--- config.mk ---
export PLATFORM = sky130hd
export DESIGN_NAME = mips_state_dump
export DESIGN_NICKNAME = d
export VERILOG_FILES = /design/src/rtl/mips_dbg_pkg.sv /design/src/rtl/mips_byte_word_assembler.sv /design/src/rtl/mips_state_dump.sv
export SDC_FILE = /design/constraint.sdc
export NUM_CORES = 1
export LEC_CHECK = 0
export CORE_ASPECT_RATIO = 0.7
export CORE_MARGIN = 2
export CORE_UTILIZATION = 45
export CTS_CLUSTER_SIZE = 20
export DETAILED_ROUTE_END_ITERATION = 16
export PLACE_DENSITY = 0.79
export RECOVER_POWER = 50
export SYNTH_ARGS = -nofsm -noshare
export SYNTH_HDL_FRONTEND = slang
export SYNTH_SLANG_ARGS = --single-unit
--- constraint.sdc ---
create_clock -name clk -period 2.66 [get_ports clk]
set_input_delay 0.665 -clock clk [delete_from_list [all_inputs] [get_ports clk]]
set_output_delay 0.665 -clock clk [all_outputs]
set_load 0.03 [all_outputs]
--- src/rtl/mips_dbg_pkg.sv ---
// Shared definitions for the MIPS debug/state-dump logic: stream beat kinds
// and the dumper FSM state encoding.
package mips_dbg_pkg;

  localparam logic [1:0] DK_PC  = 2'd0;
  localparam logic [1:0] DK_REG = 2'd1;
  localparam logic [1:0] DK_MEM = 2'd2;

  typedef enum logic [2:0] {
    IDLE     = 3'd0,
    HALT     = 3'd1,
    PC       = 3'd2,
    REG      = 3'd3,
    MEM_RD   = 3'd4,
    MEM_WAIT = 3'd5,
    FIN      = 3'd6
  } dump_state_e;

endpackage

--- src/rtl/mips_byte_word_assembler.sv ---
// Big-endian byte-to-word assembler: the first byte of a group lands in the
// most significant byte; word_valid flags the byte that completes the word.
module mips_byte_word_assembler #(
  parameter int DATA_W = 32
) (
  input  logic              clk,
  input  logic              rst_n,
  input  logic              i_clr,
  input  logic              i_byte_valid,
  input  logic [7:0]        i_byte,
  output logic [DATA_W-1:0] o_word,
  output logic              o_word_valid
);

  localparam int BYTES = DATA_W / 8;
  localparam int CNT_W = (BYTES > 1) ? $clog2(BYTES) : 1;
  localparam logic [CNT_W-1:0] LAST = CNT_W'(BYTES - 1);

  logic [CNT_W-1:0]  r_cnt;
  logic [DATA_W-1:0] w_next;

  always_ff @(posedge clk or negedge rst_n) begin
    if (!rst_n) begin
      r_cnt <= '0;
    end else if (i_clr) begin
      r_cnt <= '0;
    end else if (i_byte_valid) begin
      r_cnt <= (r_cnt == LAST) ? '0 : r_cnt + 1'b1;
    end
  end

  generate
    if (BYTES > 1) begin : g_multi
      // Only the bytes received so far are stored; the word is completed
      // combinationally by the incoming byte so it can be captured that cycle.
      logic [DATA_W-9:0] r_low;
      always_ff @(posedge clk or negedge rst_n) begin
        if (!rst_n) begin
          r_low <= '0;
        end else if (i_byte_valid) begin
          r_low <= w_next[DATA_W-9:0];
        end
      end
      assign w_next = {r_low, i_byte};
    end else begin : g_single
      assign w_next = i_byte;
    end
  endgenerate

  assign o_word       = w_next;
  assign o_word_valid = i_byte_valid && (r_cnt == LAST);

endmodule

--- src/rtl/mips_state_dump.sv ---
// End-of-run state dumper: halts the core, then streams PC, register file and
// a data-memory window as {kind, index, data} beats over valid/ready.
module mips_state_dump
  import mips_dbg_pkg::*;
#(
  parameter int DATA_W     = 32,
  parameter int NUM_REGS   = 32,
  parameter int RF_IDX_W   = 5,
  parameter int MEM_ADDR_W = 10,
  parameter int MEM_BASE   = 0,
  parameter int MEM_WORDS  = 12
) (
  input  logic                  clk,
  input  logic                  rst_n,
  input  logic                  start,
  output logic                  busy,
  output logic                  done,
  output logic                  cpu_halt_req,
  input  logic                  cpu_halted,
  input  logic [DATA_W-1:0]     pc,
  output logic [RF_IDX_W-1:0]   rf_raddr,
  input  logic [DATA_W-1:0]     rf_rdata,
  output logic                  dm_ren,
  output logic [MEM_ADDR_W-1:0] dm_raddr,
  input  logic [7:0]            dm_rdata,
  output logic                  dump_valid,
  input  logic                  dump_ready,
  output logic [1:0]            dump_kind,
  output logic [15:0]           dump_index,
  output logic [DATA_W-1:0]     dump_data
);

  localparam int BYTES = DATA_W / 8;
  localparam int CNT_W = (BYTES > 1) ? $clog2(BYTES) : 1;
  localparam logic [CNT_W-1:0]      LAST_BYTE  = CNT_W'(BYTES - 1);
  localparam logic [15:0]           LAST_REG   = 16'(NUM_REGS - 1);
  localparam logic [15:0]           LAST_MEM   = 16'(MEM_WORDS - 1);
  localparam logic [MEM_ADDR_W-1:0] MEM_BASE_A = MEM_ADDR_W'(MEM_BASE);

  dump_state_e           r_state;
  logic                  r_busy;
  logic                  r_done;
  logic                  r_halt_req;
  logic                  r_dm_ren;
  logic                  r_rd_pend;
  logic                  r_valid;
  logic [1:0]            r_kind;
  logic [15:0]           r_index;
  logic [15:0]           r_idx;
  logic [DATA_W-1:0]     r_data;
  logic [RF_IDX_W-1:0]   r_rf_raddr;
  logic [MEM_ADDR_W-1:0] r_dm_raddr;
  logic [CNT_W-1:0]      r_rd_cnt;

  logic                  w_xfer;
  logic                  w_asm_clr;
  logic                  w_word_valid;
  logic [DATA_W-1:0]     w_word;

  assign w_xfer    = r_valid && dump_ready;
  assign w_asm_clr = (r_state == IDLE);

  mips_byte_word_assembler #(
    .DATA_W (DATA_W)
  ) u_asm (
    .clk          (clk),
    .rst_n        (rst_n),
    .i_clr        (w_asm_clr),
    .i_byte_valid (r_rd_pend),
    .i_byte       (dm_rdata),
    .o_word       (w_word),
    .o_word_valid (w_word_valid)
  );

  always_ff @(posedge clk or negedge rst_n) begin
    if (!rst_n) begin
      r_state    <= IDLE;
      r_busy     <= 1'b0;
      r_done     <= 1'b0;
      r_halt_req <= 1'b0;
      r_dm_ren   <= 1'b0;
      r_rd_pend  <= 1'b0;
      r_valid    <= 1'b0;
      r_kind     <= 2'd0;
      r_index    <= 16'd0;
      r_idx      <= 16'd0;
      r_data     <= '0;
      r_rf_raddr <= '0;
      r_dm_raddr <= '0;
      r_rd_cnt   <= '0;
    end else begin
      // Memory read data arrives one cycle after the enable.
      r_rd_pend <= r_dm_ren;
      r_done    <= 1'b0;

      case (r_state)
        IDLE: begin
          if (start) begin
            r_state    <= HALT;
            r_busy     <= 1'b1;
            r_halt_req <= 1'b1;
          end
        end

        HALT: begin
          if (cpu_halted) begin
            r_state <= PC;
            r_valid <= 1'b1;
            r_kind  <= DK_PC;
            r_index <= 16'd0;
            r_data  <= pc;
          end
        end

        PC: begin
          if (w_xfer) begin
            r_valid    <= 1'b0;
            r_state    <= REG;
            r_idx      <= 16'd0;
            r_rf_raddr <= '0;
          end
        end

        // First cycle samples the combinational register read, second onward
        // presents the beat until it is accepted.
        REG: begin
          if (!r_valid) begin
            r_valid <= 1'b1;
            r_kind  <= DK_REG;
            r_index <= r_idx;
            r_data  <= rf_rdata;
          end else if (w_xfer) begin
            r_valid <= 1'b0;
            if (r_idx != LAST_REG) begin
              r_idx      <= r_idx + 16'd1;
              r_rf_raddr <= r_rf_raddr + 1'b1;
            end else if (MEM_WORDS == 0) begin
              r_state    <= FIN;
              r_done     <= 1'b1;
              r_busy     <= 1'b0;
              r_halt_req <= 1'b0;
            end else begin
              r_state    <= MEM_RD;
              r_idx      <= 16'd0;
              r_dm_ren   <= 1'b1;
              r_dm_raddr <= MEM_BASE_A;
              r_rd_cnt   <= '0;
            end
          end
        end

        MEM_RD: begin
          if (r_rd_cnt == LAST_BYTE) begin
            r_dm_ren <= 1'b0;
            r_state  <= MEM_WAIT;
          end else begin
            r_dm_raddr <= r_dm_raddr + 1'b1;
            r_rd_cnt   <= r_rd_cnt + 1'b1;
          end
        end

        MEM_WAIT: begin
          if (!r_valid) begin
            if (w_word_valid) begin
              r_valid <= 1'b1;
              r_kind  <= DK_MEM;
              r_index <= r_idx;
              r_data  <= w_word;
            end
          end else if (w_xfer) begin
            r_valid <= 1'b0;
            if (r_idx == LAST_MEM) begin
              r_state    <= FIN;
              r_done     <= 1'b1;
              r_busy     <= 1'b0;
              r_halt_req <= 1'b0;
            end else begin
              // The next word begins right after the last byte read; the
              // address counter wraps naturally at the memory size.
              r_state    <= MEM_RD;
              r_idx      <= r_idx + 16'd1;
              r_dm_ren   <= 1'b1;
              r_dm_raddr <= r_dm_raddr + 1'b1;
              r_rd_cnt   <= '0;
            end
          end
        end

        FIN: begin
          r_state    <= IDLE;
          r_rf_raddr <= '0;
          r_dm_raddr <= '0;
        end

        default: begin
          r_state <= IDLE;
        end
      endcase
    end
  end

  assign busy         = r_busy;
  assign done         = r_done;
  assign cpu_halt_req = r_halt_req;
  assign rf_raddr     = r_rf_raddr;
  assign dm_ren       = r_dm_ren;
  assign dm_raddr     = r_dm_raddr;
  assign dump_valid   = r_valid;
  assign dump_kind    = r_kind;
  assign dump_index   = r_index;
  assign dump_data    = r_data;

endmodule

==> impl_metrics.ini <==
[layout]
n_antenna_cell = 0
final_common_cell = clkdlybuf4s50_1
nets = 802
drive_gt1_share_pct = 12.7
area_growth_pct = 39.5
nFillCells = 986
final_cell_mix = clkdlybuf4s50_1 (144), dfrtp_1 (117), nand2_1 (85)

[die]
dieArea_um2 = 13700
die_y_um = 98.4
die_width_um = 139
core-area_um2 = 12400
start_util_pct = 46.1
ioPinCount = 147
rows = 34

[global_routing]
grt_usage_pct = 24.5
antenna_found_initial = 0
grt_pass1_wl_um = 26800
grt_pass1_vias = 5034
gr-total-overflow = 0
grt_start_max_net_pins = 87

[synth]
ys_seq_elements = 117
yosys.area.top_type = dfrtp_1
synthCells = 568
yosysWarnings = 0
synthArstFlopShare_pct = 100
ys.flop_type = dfrtp_1
synth_top_area_share_pct = 51.1
syn-num-nets = 651
synth-edff-count = 0
synthesis.area_um2 = 5730
synthTopCellsByArea = dfrtp_1 (51%), nand2_1 (5.6%), a22o_1 (5.5%)
avgSynthCellArea_um2 = 10.1
synth_cell_types = 58
ys_seq_area_share_pct = 51.1

[timing]
tns_ps = 0
grt_setup_unrepaired = no
slew_headroom_pct = -46.5
clock_skew_ps = 9.59
hold_ws_ps = 460
min_period_over_period_pct = 94.8
min_period_ps = 2520
timing.fmax_mhz = 396
hold_viol_final = 0
drv_slew = 38
setup_viol_count_final = 0
worstMarginPinSlew_ps = 2200

[cts]
cts_buffers = 17
cts_tree = built
cts_buffer_depth = 2
path_clk_slew_ps = 60
cts_resized = 0
cts_hold_buf = 0
clk_latency_ps = 410
postCtsSetupRepairBufs = 0
clkSinkCount = 117
clock-root-buffer = clkbuf_16
htree_levels = 4

[run_status]
violations = capacitance limit, slew limit
run_status = finished with violations

[placed_design]
port_buffers = 146
dpl.hpwl_um = 11700
gp_congestion = 0.919

[routing]
route.detailed.drc = 0
drt-total-wl_um = 16400
wl_per_cell_um = 18.4
vias_per_cell = 5.85
ant_nets = 0
dr.first_iter.drc_count = 319
vias = 5227
dr.pass1.iters = 5

[critical_path]
reg2reg_depth = 7
reg2reg_from = r_idx[1]
end_kind = flop
cp-endpoint = dm_raddr[5]
crit_fanout = 9
cp.required_ps = 2960
worstPathArrival_ps = 2820
critPathKind = reg -> reg
timing.rr.end = dm_raddr[5]
crit_path_start_kind = flop
rrSetupSlack_ps = 140
crit_start = r_idx[1]

[pwr]
power_switching_mw = 3.39
seq_power_share_pct = 33.0
power_density_nw_per_um2 = 1090
p_comb_share_pct = 40.9
p_sw_share_pct = 39.0
pwr-share-clk_pct = 26.1
p_leak_nw = 3.33
peakVddDrop_mv = 0.668
total_power_mw = 8.70
p_int_mw = 5.31

[worst_hold_path]
hold_path_class = reg -> reg

[run]
drv_cap = 1
## critical path, stage by stage, from the launching register on
cell and delay (ps):
dfrtp_1 360, buf_4 150, ha_1 180, and4_1 260, and4_1 450, nor2_4 50
or4_4 600, o41ai_2 360
## cell type report
| cell class | instances | area [µm²] | share of cell area (%) |
|---|---|---|---|
| inverter | 5 | 18.8 | 0.235 |
| clock buffer | 18 | 439 | 5.49 |
| multi-input combinational | 406 | 2600 | 32.6 |
| timing repair buffer | 172 | 1650 | 20.6 |
| clock inverter | 14 | 154 | 1.92 |
| sequential | 117 | 2930 | 36.6 |
| tap | 162 | 203 | 2.54 |
## per-layer routing
layer / GRT usage, % / share of wire (%) / vias to the layer above
li1: - / - / 2410
met1: 36.1 / 47 / 2600
met2: 36.6 / 46 / 194
met3: 5.59 / 6.0 / 23
met4: 7.38 / 1.4 / 0
met5: 0 / 0 / -
## stage by stage
| stage | cell area [µm²] | setup WS [ps] | cells | utilization, % |
|---|---|---|---|---|
| after detailed placement | 7430 | 16.5 | 862 | 59.8 |
| after global routing | 8000 | 21.0 | 894 | 64.4 |
| after CTS | 8020 | 32.0 | 894 | 64.6 |
| after floorplan | 5730 | 483 | 568 | - |
| after global placement | 7430 | 142 | 862 | 59.8 |
| final | 8000 | 138 | 894 | 64.4 |
## state kept, by name (all words and copies together), names as in the netlist, 3 cells and up
| name | flops |
|---|---|
| dump_data | 32 |
| dump_index | 16 |
| r_state | 3 |
| dm_raddr | 10 |
| r_idx | 16 |
| u_asm.g_multi.r_low | 24 |
| rf_raddr | 5 |
## power groups by stage
stage                     clock [mW]  sequential, mW  combinational (mW)
after floorplan                    0            3.28                1.81
after global placement             0            2.85                3.47
after detailed placement           0            2.88                3.58
after CTS                       2.30            2.86                3.59
after global routing            2.39            2.96                3.86
final                           2.27            2.87                3.56
## Yosys cell counts, types with 2 or more instances
library cell / instances
clkbuf_1: 30
a21oi_1: 38
buf_1: 2
inv_1: 5
ha_1: 6
o21a_1: 2
or4_1: 3
a31oi_1: 9
and3b_1: 3
a221o_1: 3
buf_6: 4
nand2b_1: 5
nand3_1: 17
o41ai_2: 2
a21o_1: 4
or3_1: 3
and2_1: 3
o31ai_1: 10
dfrtp_1: 117
nand3b_1: 3
nand2_1: 85
nor3_1: 5
nor2_1: 24
o21bai_1: 2
o21ai_0: 55
nor2b_1: 4
a22oi_1: 6
nand4_1: 4
a22o_1: 36
buf_2: 3
nor4_4: 2
and4_1: 2
mux2i_1: 6
a2bb2oi_1: 4
o21ai_1: 3
mux2_2: 25
o41ai_1: 9
nor4_1: 4
## logic make-up (layout without fill, tap and decap cells)
| group | after synthesis | count (layout) | synth area share [%] |
|---|---|---|---|
| mux | 31 | 31 | 5.96 |
| fa+ha+maj | 6 | 6 | 1.31 |
| compound gates | 192 | 192 | 22.4 |
| simple gates | 176 | 176 | 15.5 |
| buf+inv | 45 | 209 | 3.60 |
| flops | 117 | 117 | 51.1 |
| xor+xnor | 1 | 1 | 0.153 |
## how the worst min path moves through the flow
stage / cells past startpoint / to / from / slack (ps)
after floorplan: 0 / cpu_halt_req / rst_n / 370
after global placement: 0 / r_rd_pend / dm_ren / 440
after detailed placement: 0 / r_rd_pend / dm_ren / 430
after CTS: 1 / dump_index[14] / rst_n / 240
after global routing: 0 / r_rd_pend / dm_ren / 470
final: 0 / r_rd_pend / dm_ren / 460
(Power assumes the default switching activity.)
